$ cat config.mk
export PLATFORM = sky130hd
export DESIGN_NAME = instr_fetch
export DESIGN_NICKNAME = d
export VERILOG_FILES = /design/src/rtl/instr_fetch.sv
export SDC_FILE = /design/constraint.sdc
export NUM_CORES = 1
export LEC_CHECK = 0
export ABC_AREA = 1
export ABC_CLOCK_PERIOD_IN_PS = 1400
export CORE_MARGIN = 2
export CORE_UTILIZATION = 55
export CTS_CLUSTER_DIAMETER = 30
export DETAILED_ROUTE_END_ITERATION = 16
export DONT_BUFFER_PORTS = 1
export GPL_ROUTABILITY_DRIVEN = 0
export GPL_TIMING_DRIVEN = 0
export PLACE_DENSITY = 0.68
export SLEW_MARGIN = 20
export SYNTH_ARGS = -nofsm -noshare
export SYNTH_HDL_FRONTEND = slang
export SYNTH_SLANG_ARGS = --single-unit
$ cat constraint.sdc
create_clock -name clk -period 1.4 [get_ports clk]
set_input_delay 0.14 -clock clk [delete_from_list [all_inputs] [get_ports clk]]
set_output_delay 0.14 -clock clk [all_outputs]
set_load 0.005 [all_outputs]
$ cat src/rtl/instr_fetch.sv
// Instruction fetch stage: one single-beat request per instruction, response latch, stall/flush/timeout.
// Optional misaligned-pc fault when FETCH_ALIGN_CHECK_EN is defined.
module instr_fetch #(
    parameter int unsigned ADDR_W  = 32,
    parameter int unsigned DATA_W  = 32,
    parameter int unsigned TIMEOUT = 15
) (
    input  logic              clk,
    input  logic              reset,
    input  logic [ADDR_W-1:0] pc,
    output logic              pc_next,
    output logic              imem_req,
    output logic [ADDR_W-1:0] imem_addr,
    input  logic              imem_ack,
    input  logic [DATA_W-1:0] imem_rdata,
    input  logic              stall,
    input  logic              flush,
    output logic [DATA_W-1:0] instr,
    output logic [ADDR_W-1:0] instr_pc,
    output logic              instr_valid,
    output logic              fetch_err
);

    localparam int unsigned CntW = $clog2(TIMEOUT + 1);

    typedef enum logic [2:0] {
        StIdle,
        StReq,
        StWait,
        StValid,
        StDrain,
        StErr
    } state_e;

    state_e            state_q;
    logic [CntW-1:0]   cnt_q;
    logic [ADDR_W-1:0] addr_q;
    logic [ADDR_W-1:0] word_addr;
    logic              misaligned;
    logic              timed_out;

    assign word_addr = pc & ~ADDR_W'(3);
    assign timed_out = (cnt_q == CntW'(TIMEOUT));

`ifdef FETCH_ALIGN_CHECK_EN
    assign misaligned = |pc[1:0];
`else
    assign misaligned = 1'b0;
`endif

    // The pc advanced by pc_next only becomes visible in the REQ cycle itself, so the
    // address is taken straight from pc there and from the held copy everywhere else.
    assign imem_req  = (state_q == StReq) && !misaligned;
    assign imem_addr = (state_q == StReq) ? word_addr : addr_q;

    always_ff @(posedge clk) begin
        if (reset) begin
            state_q     <= StIdle;
            cnt_q       <= '0;
            addr_q      <= '0;
            pc_next     <= 1'b0;
            instr       <= '0;
            instr_pc    <= '0;
            instr_valid <= 1'b0;
            fetch_err   <= 1'b0;
        end else begin
            pc_next <= 1'b0;
            unique case (state_q)
                StIdle: state_q <= StReq;
                StReq: begin
                    cnt_q  <= '0;
                    addr_q <= word_addr;
                    if (misaligned) begin
                        state_q   <= StErr;
                        fetch_err <= 1'b1;
                    end else if (flush) begin
                        state_q <= StDrain;
                    end else begin
                        state_q <= StWait;
                    end
                end
                StWait: begin
                    if (flush) begin
                        state_q <= StDrain;
                    end else if (imem_ack) begin
                        instr       <= imem_rdata;
                        instr_pc    <= addr_q;
                        instr_valid <= 1'b1;
                        pc_next     <= 1'b1;
                        state_q     <= StValid;
                    end else if (timed_out) begin
                        state_q   <= StErr;
                        fetch_err <= 1'b1;
                    end else begin
                        cnt_q <= cnt_q + 1'b1;
                    end
                end
                StValid: begin
                    if (flush) begin
                        instr_valid <= 1'b0;
                        state_q     <= StIdle;
                    end else if (!stall) begin
                        instr_valid <= 1'b0;
                        state_q     <= StReq;
                    end
                end
                // Response still owed by memory; swallow it without advancing the pc.
                StDrain: begin
                    if (imem_ack) begin
                        state_q <= StIdle;
                    end else if (timed_out) begin
                        state_q   <= StErr;
                        fetch_err <= 1'b1;
                    end else begin
                        cnt_q <= cnt_q + 1'b1;
                    end
                end
                StErr: state_q <= StErr;
                default: state_q <= StIdle;
            endcase
        end
    end

endmodule
# Yosys cells after proc, flatten, opt, wreduce, memory -nomap -nowiden
# Index checks and enable logic that the tools add are counted.
# word_totals
regBits	106
input_bits	69
output_inout_bits	100
wordCells	52
# op_classes
n_addsub	1
eq_ne	9
mux	23
bitwise_logic	2
reduce_logical	9
# op_table
operator	count
32-bit two-way mux	1
3-bit two-way mux	7
3-bit one-hot mux with 6 select lines	1
4-bit two-way mux	3
4-bit one-hot mux with 3 select lines	1
1-bit two-way mux	8
3-bit by 2-bit == test with 1-bit output (second input constant)	2
3-bit == test (second input constant)	2
4-bit by 1-bit adder with 4-bit output (second input constant)	1
4-bit == test (second input constant)	1
2-bit inequality test (second input constant)	2
1-bit one-hot mux with 2 select lines	2
2-bit AND reduction	2
4-bit AND reduction	1
2-bit nonzero test	2
3-bit by 1-bit == test with 1-bit output (second input constant)	1
3-bit logical NOT	1
3-bit inequality test (second input constant)	1
3-bit AND reduction	1
3-bit nonzero test	1
3-bit OR reduction	1
1-bit inverter	2

# Depth between registers and ports, before layout
# depth
word_depth	5
mapped_depth	8

# Worst setup path before layout
# No wires, ideal clock.
# synth_timing
path_kind	reg2out
from	register state_q[1]
to	output imem_addr[29]
arrival_time_ps	1145
setup_slack_ps	115
stages_incl_launch_ff	8
cell_sequence	dfxtp_1 buf_6 nor3_2 buf_6 buf_12 or2_2 inv_1 a21oi_1
# synth_between
elab_chain_len	2
# synth_lines
item	line_no	source
start, declared	35	state_e state_q;
start signal, assigned	58	state_q <= StIdle;
start signal, assigned	69	StIdle: state_q <= StReq;
start signal, assigned	74	state_q <= StErr;
3-bit by 1-bit == test with 1-bit output	54	assign imem_addr = (state_q == StReq) ? word_addr : addr_q;
32-bit two-way mux	54	
end, declared	13	output logic [ADDR_W-1:0] imem_addr,
# No other way between the ends.

# Final worst setup path
# layout_timing
from	register state_q[2]
to	output imem_addr[29]
# The elaborated chain is that of the path after synthesis.

==> impl_summary.log <==
[metrics] worst setup path category: register to output pin
[metrics] instance count along the most critical hold path: 2
[metrics] failing checks: negative setup slack
[metrics] nature of the critical path startpoint: register
[metrics] power per cell area: 1170 mW/mm²
[metrics] IO buf count: 0
[metrics] library cell occupying the most area in the post-synthesis netlist: sky130_fd_sc_hd__dfxtp_1
[metrics] DR vias: 4268
[metrics] top cells by area in the synthesized netlist: sky130_fd_sc_hd__dfxtp_1, sky130_fd_sc_hd__nor2_1, sky130_fd_sc_hd__o21ai_0, sky130_fd_sc_hd__inv_1, sky130_fd_sc_hd__a21oi_1
[metrics] synthesized flop and latch total: 106
[metrics] DRT Wirelength: 13600 µm
[metrics] buffers from clock root to sink, at most: 2
[metrics] number of design rule violations left after detail routing: 0
[metrics] commonest cells in the synthesized netlist: sky130_fd_sc_hd__nor2_1, sky130_fd_sc_hd__dfxtp_1, sky130_fd_sc_hd__inv_1
[metrics] final worst path period share: 124%
[metrics] sequential area share after synthesis: 47.8%
[metrics] maximum number of pins on one net before global-route repair: 19
[metrics] number of nets in the layout: 748
[metrics] initial standard-cell utilization of the core: 57.1%
[metrics] reported max-cap violation count: 0
[metrics] Synth async-reset ratio: 0%
[metrics] dominant cell by count in the synthesized netlist: sky130_fd_sc_hd__nor2_1
[metrics] count of final hold-check violations: 0
[metrics] prevailing post-synth register cell: sky130_fd_sc_hd__dfxtp_1
[metrics] Total Power Consumption: 0.00785 W
[metrics] floorplan die area: 0.00880 mm²
[metrics] outcome: complete, but fails checks
[metrics] worst hold slack: 0.0142 ns
[metrics] CP arrival: 1.60 ns
[metrics] Slew Limit Fails: 0
[metrics] Cell Area, Synth: 0.00444 mm²
[metrics] launch instance of the worst register-to-register path: state_q[2]
[metrics] fin worst setup slack: -0.335 ns
[metrics] Via density: 5.44
[metrics] Setup Skew: 0.0119 ns
[metrics] slew at the pin closest to its max-slew limit: 0.725 ns
[metrics] gate count of the mapped netlist: 562
[metrics] row count: 32
[metrics] required time reported for the critical path endpoint: 1.26 ns
[metrics] slew margin rel.: 51.6%
[metrics] first-pass GRT wire length: 19300 µm
[metrics] final number of setup-violating endpoints: 117
[metrics] sum of net half-perimeters after detailed placement: 7280 µm
[metrics] Fillers: 416
[metrics] WHS Endpoint: instr[22]
[metrics] fmax: 576 MHz
[metrics] worst setup timing slack at the placement stage: -0.120 ns
[metrics] # IOs: 169
[metrics] remaining antenna violation count: 0
[metrics] average instance area after synthesis: 7.89 µm²
[metrics] kind of path behind the tightest hold check: primary input to register
[metrics] total overflow reported by the global router: 0
[metrics] via count of the first global-routing pass: 4043
[metrics] kind of capture point of the worst setup path: output pin
[metrics] clock tree sinks: 106
[metrics] area share of the largest cell type after synthesis: 47.8%
[metrics] first drt pass iteration count: 4
[metrics] Root Driver: sky130_fd_sc_hd__clkbuf_8
[metrics] Critical Path Fanout Max: 5
[metrics] number of distinct library cell variants in the gate-level netlist after synthesis: 32
[metrics] area post-placement: 0.00456 mm²
[metrics] timing startpoint of the critical path: state_q[2]
[metrics] clock tree from TritonCTS: yes
[metrics] synth-to-layout area growth: 51.4%
[metrics] total clock buffers created by CTS: 9
[metrics] Synthesis Warnings: 0
[metrics] layout cells sized above 1: 33.5%
[metrics] setup repair after global routing missed its margin: true
[metrics] initial antenna violation count: 0
[metrics] Global Route Usage Sum: 27.6%
[metrics] clock-pin slew reported for the worst setup and hold paths after clock tree synthesis: 0.11 ns
[metrics] Clock Latency Late Sink: 0.37 ns
[metrics] final instance area: 0.00671 mm²
[metrics] wire length per cell: 17.4 µm
[metrics] VDD IR-drop max: 0.761 mV
[metrics] LEAKAGE: 2.76 nW
[metrics] Mapped Nets: 632
[metrics] fraction of the core area covered by cells at the end of the flow: 86.4%
[metrics] H-Tree Level Count: 3
[metrics] depth of the most critical reg-to-reg path: 9
[metrics] Die Y-Extent: 93.8 µm
[metrics] Post-synth EDFFs: 0
[metrics] initial DRC count: 187
[metrics] die width: 93.8 µm
[metrics] shortest period the worst path allows: 1.74 ns
[metrics] worst min-delay path startpoint: imem_rdata[22]
[metrics] Worst R2R End: instr[11]
[metrics] diode insertion count for antenna repair: 0
[metrics] setup slack on the worst flop-to-flop path: -0.15 ns
[metrics] area of the core: 0.00777 mm²
## stage by stage
stage	std cells	TNS (ns)
2_1_floorplan	562	0
3_3_place_gp	664	-1.61
3_5_place_dp	664	-1.67
4_1_cts	764	-12.54
5_1_grt	785	-23.79
6_report	785	-16.41
## final cells by class
cell class | count | area [µm²] | share of cell area [%]
Sequential cell | 106 | 2130 | 31.8
Clock buffer | 9 | 124 | 1.84
Clock inverter | 7 | 98.8 | 1.47
Timing Repair Buffer | 107 | 1260 | 18.8
Buffer | 34 | 377 | 5.61
Tap cell | 102 | 128 | 1.90
Inverter | 76 | 313 | 4.66
Multi-Input combinational cell | 344 | 2280 | 33.9
## cells in the final DEF (no fill, tap or decap), types with 7 or more instances in the layout
cell type	count
sky130_fd_sc_hd__buf_6	14
sky130_fd_sc_hd__buf_12	7
sky130_fd_sc_hd__inv_2	15
sky130_fd_sc_hd__dlygate4sd3_1	63
sky130_fd_sc_hd__a21oi_2	11
sky130_fd_sc_hd__o21ai_2	22
sky130_fd_sc_hd__buf_8	11
sky130_fd_sc_hd__a211oi_1	14
sky130_fd_sc_hd__o21ai_0	31
sky130_fd_sc_hd__clkbuf_8	11
sky130_fd_sc_hd__nor2_1	135
sky130_fd_sc_hd__clkbuf_1	9
sky130_fd_sc_hd__dfxtp_1	102
sky130_fd_sc_hd__a211oi_2	16
sky130_fd_sc_hd__a21oi_4	24
sky130_fd_sc_hd__inv_1	54
sky130_fd_sc_hd__or2_4	12
sky130_fd_sc_hd__o21ai_1	14
sky130_fd_sc_hd__or2_2	18
sky130_fd_sc_hd__nand2_1	14
sky130_fd_sc_hd__clkbuf_16	7
sky130_fd_sc_hd__buf_4	17
## critical path, stage by stage, from the launching register on
cell and delay [ns]:
sky130_fd_sc_hd__dfxtp_4 0.37, sky130_fd_sc_hd__nor3_4 0.25, sky130_fd_sc_hd__buf_6 0.18, sky130_fd_sc_hd__buf_12 0.13
sky130_fd_sc_hd__or2_4 0.11, sky130_fd_sc_hd__inv_2 0.05, sky130_fd_sc_hd__a21oi_4 0.13
## logic make-up (layout without fill, tap and decap cells)
group | count (synthesis) | in the layout | share of synthesized area (%)
and+or+nand+nor | 203 | 203 | 19.8
adders and majority gates | 1 | 1 | 0.282
AOI/OAI and AO/OA | 138 | 138 | 18.9
xor gates and xnor gates | 2 | 2 | 0.395
buffers and inverters | 112 | 233 | 12.8
DFF | 106 | 106 | 47.8
## layer usage
metal / vias to the layer above / GRT usage (%) / share of wire (%) / routed length (µm)
li1: 2029 / - / - / -
met1: 2017 / 32.6 / 39 / 5280
met2: 191 / 48.1 / 51 / 6910
met3: 31 / 6.98 / 8.4 / 1140
met4: 0 / 10.3 / 2.3 / 312
met5: - / 0 / 0 / 0
## registers in the layout, indices dropped and copies added (netlist names)
register / count
instr_pc: 32
pc_next: 1
state_q: 3
addr_q: 32
fetch_err: 1
cnt_q: 4
instr_valid: 1
instr: 32
## how the worst max path moves through the flow
stage,endpoint,slack (ns),cells past startpoint
2_1_floorplan,imem_addr[29],0.12,7
3_3_place_gp,imem_addr[29],-0.12,7
3_5_place_dp,imem_addr[30],-0.12,7
4_1_cts,imem_addr[30],-0.33,7
5_1_grt,imem_addr[29],-0.40,6
6_report,imem_addr[29],-0.34,6
## report_power, final
group          total, W  internal, W  leakage [nW]  switching (W)
Clock           0.00213      0.00102         0.111        0.00110
Sequential      0.00333      0.00320         0.863       0.000131
Combinational   0.00239      0.00117          1.78        0.00122
Total           0.00785      0.00540          2.76        0.00245
## timing repair
action / 4_1_cts / 5_1_grt
gates cloned: 6 / 8
hold buffers: 63 / 0
setup buffers: 15 / 15
pin swaps: 15 / 56
resized for setup: 102 / 148
hold endpoints to repair: 64 / 0
setup endpoints to repair: 99 / 117
No activity file was read; power rests on OpenSTA's default activity.
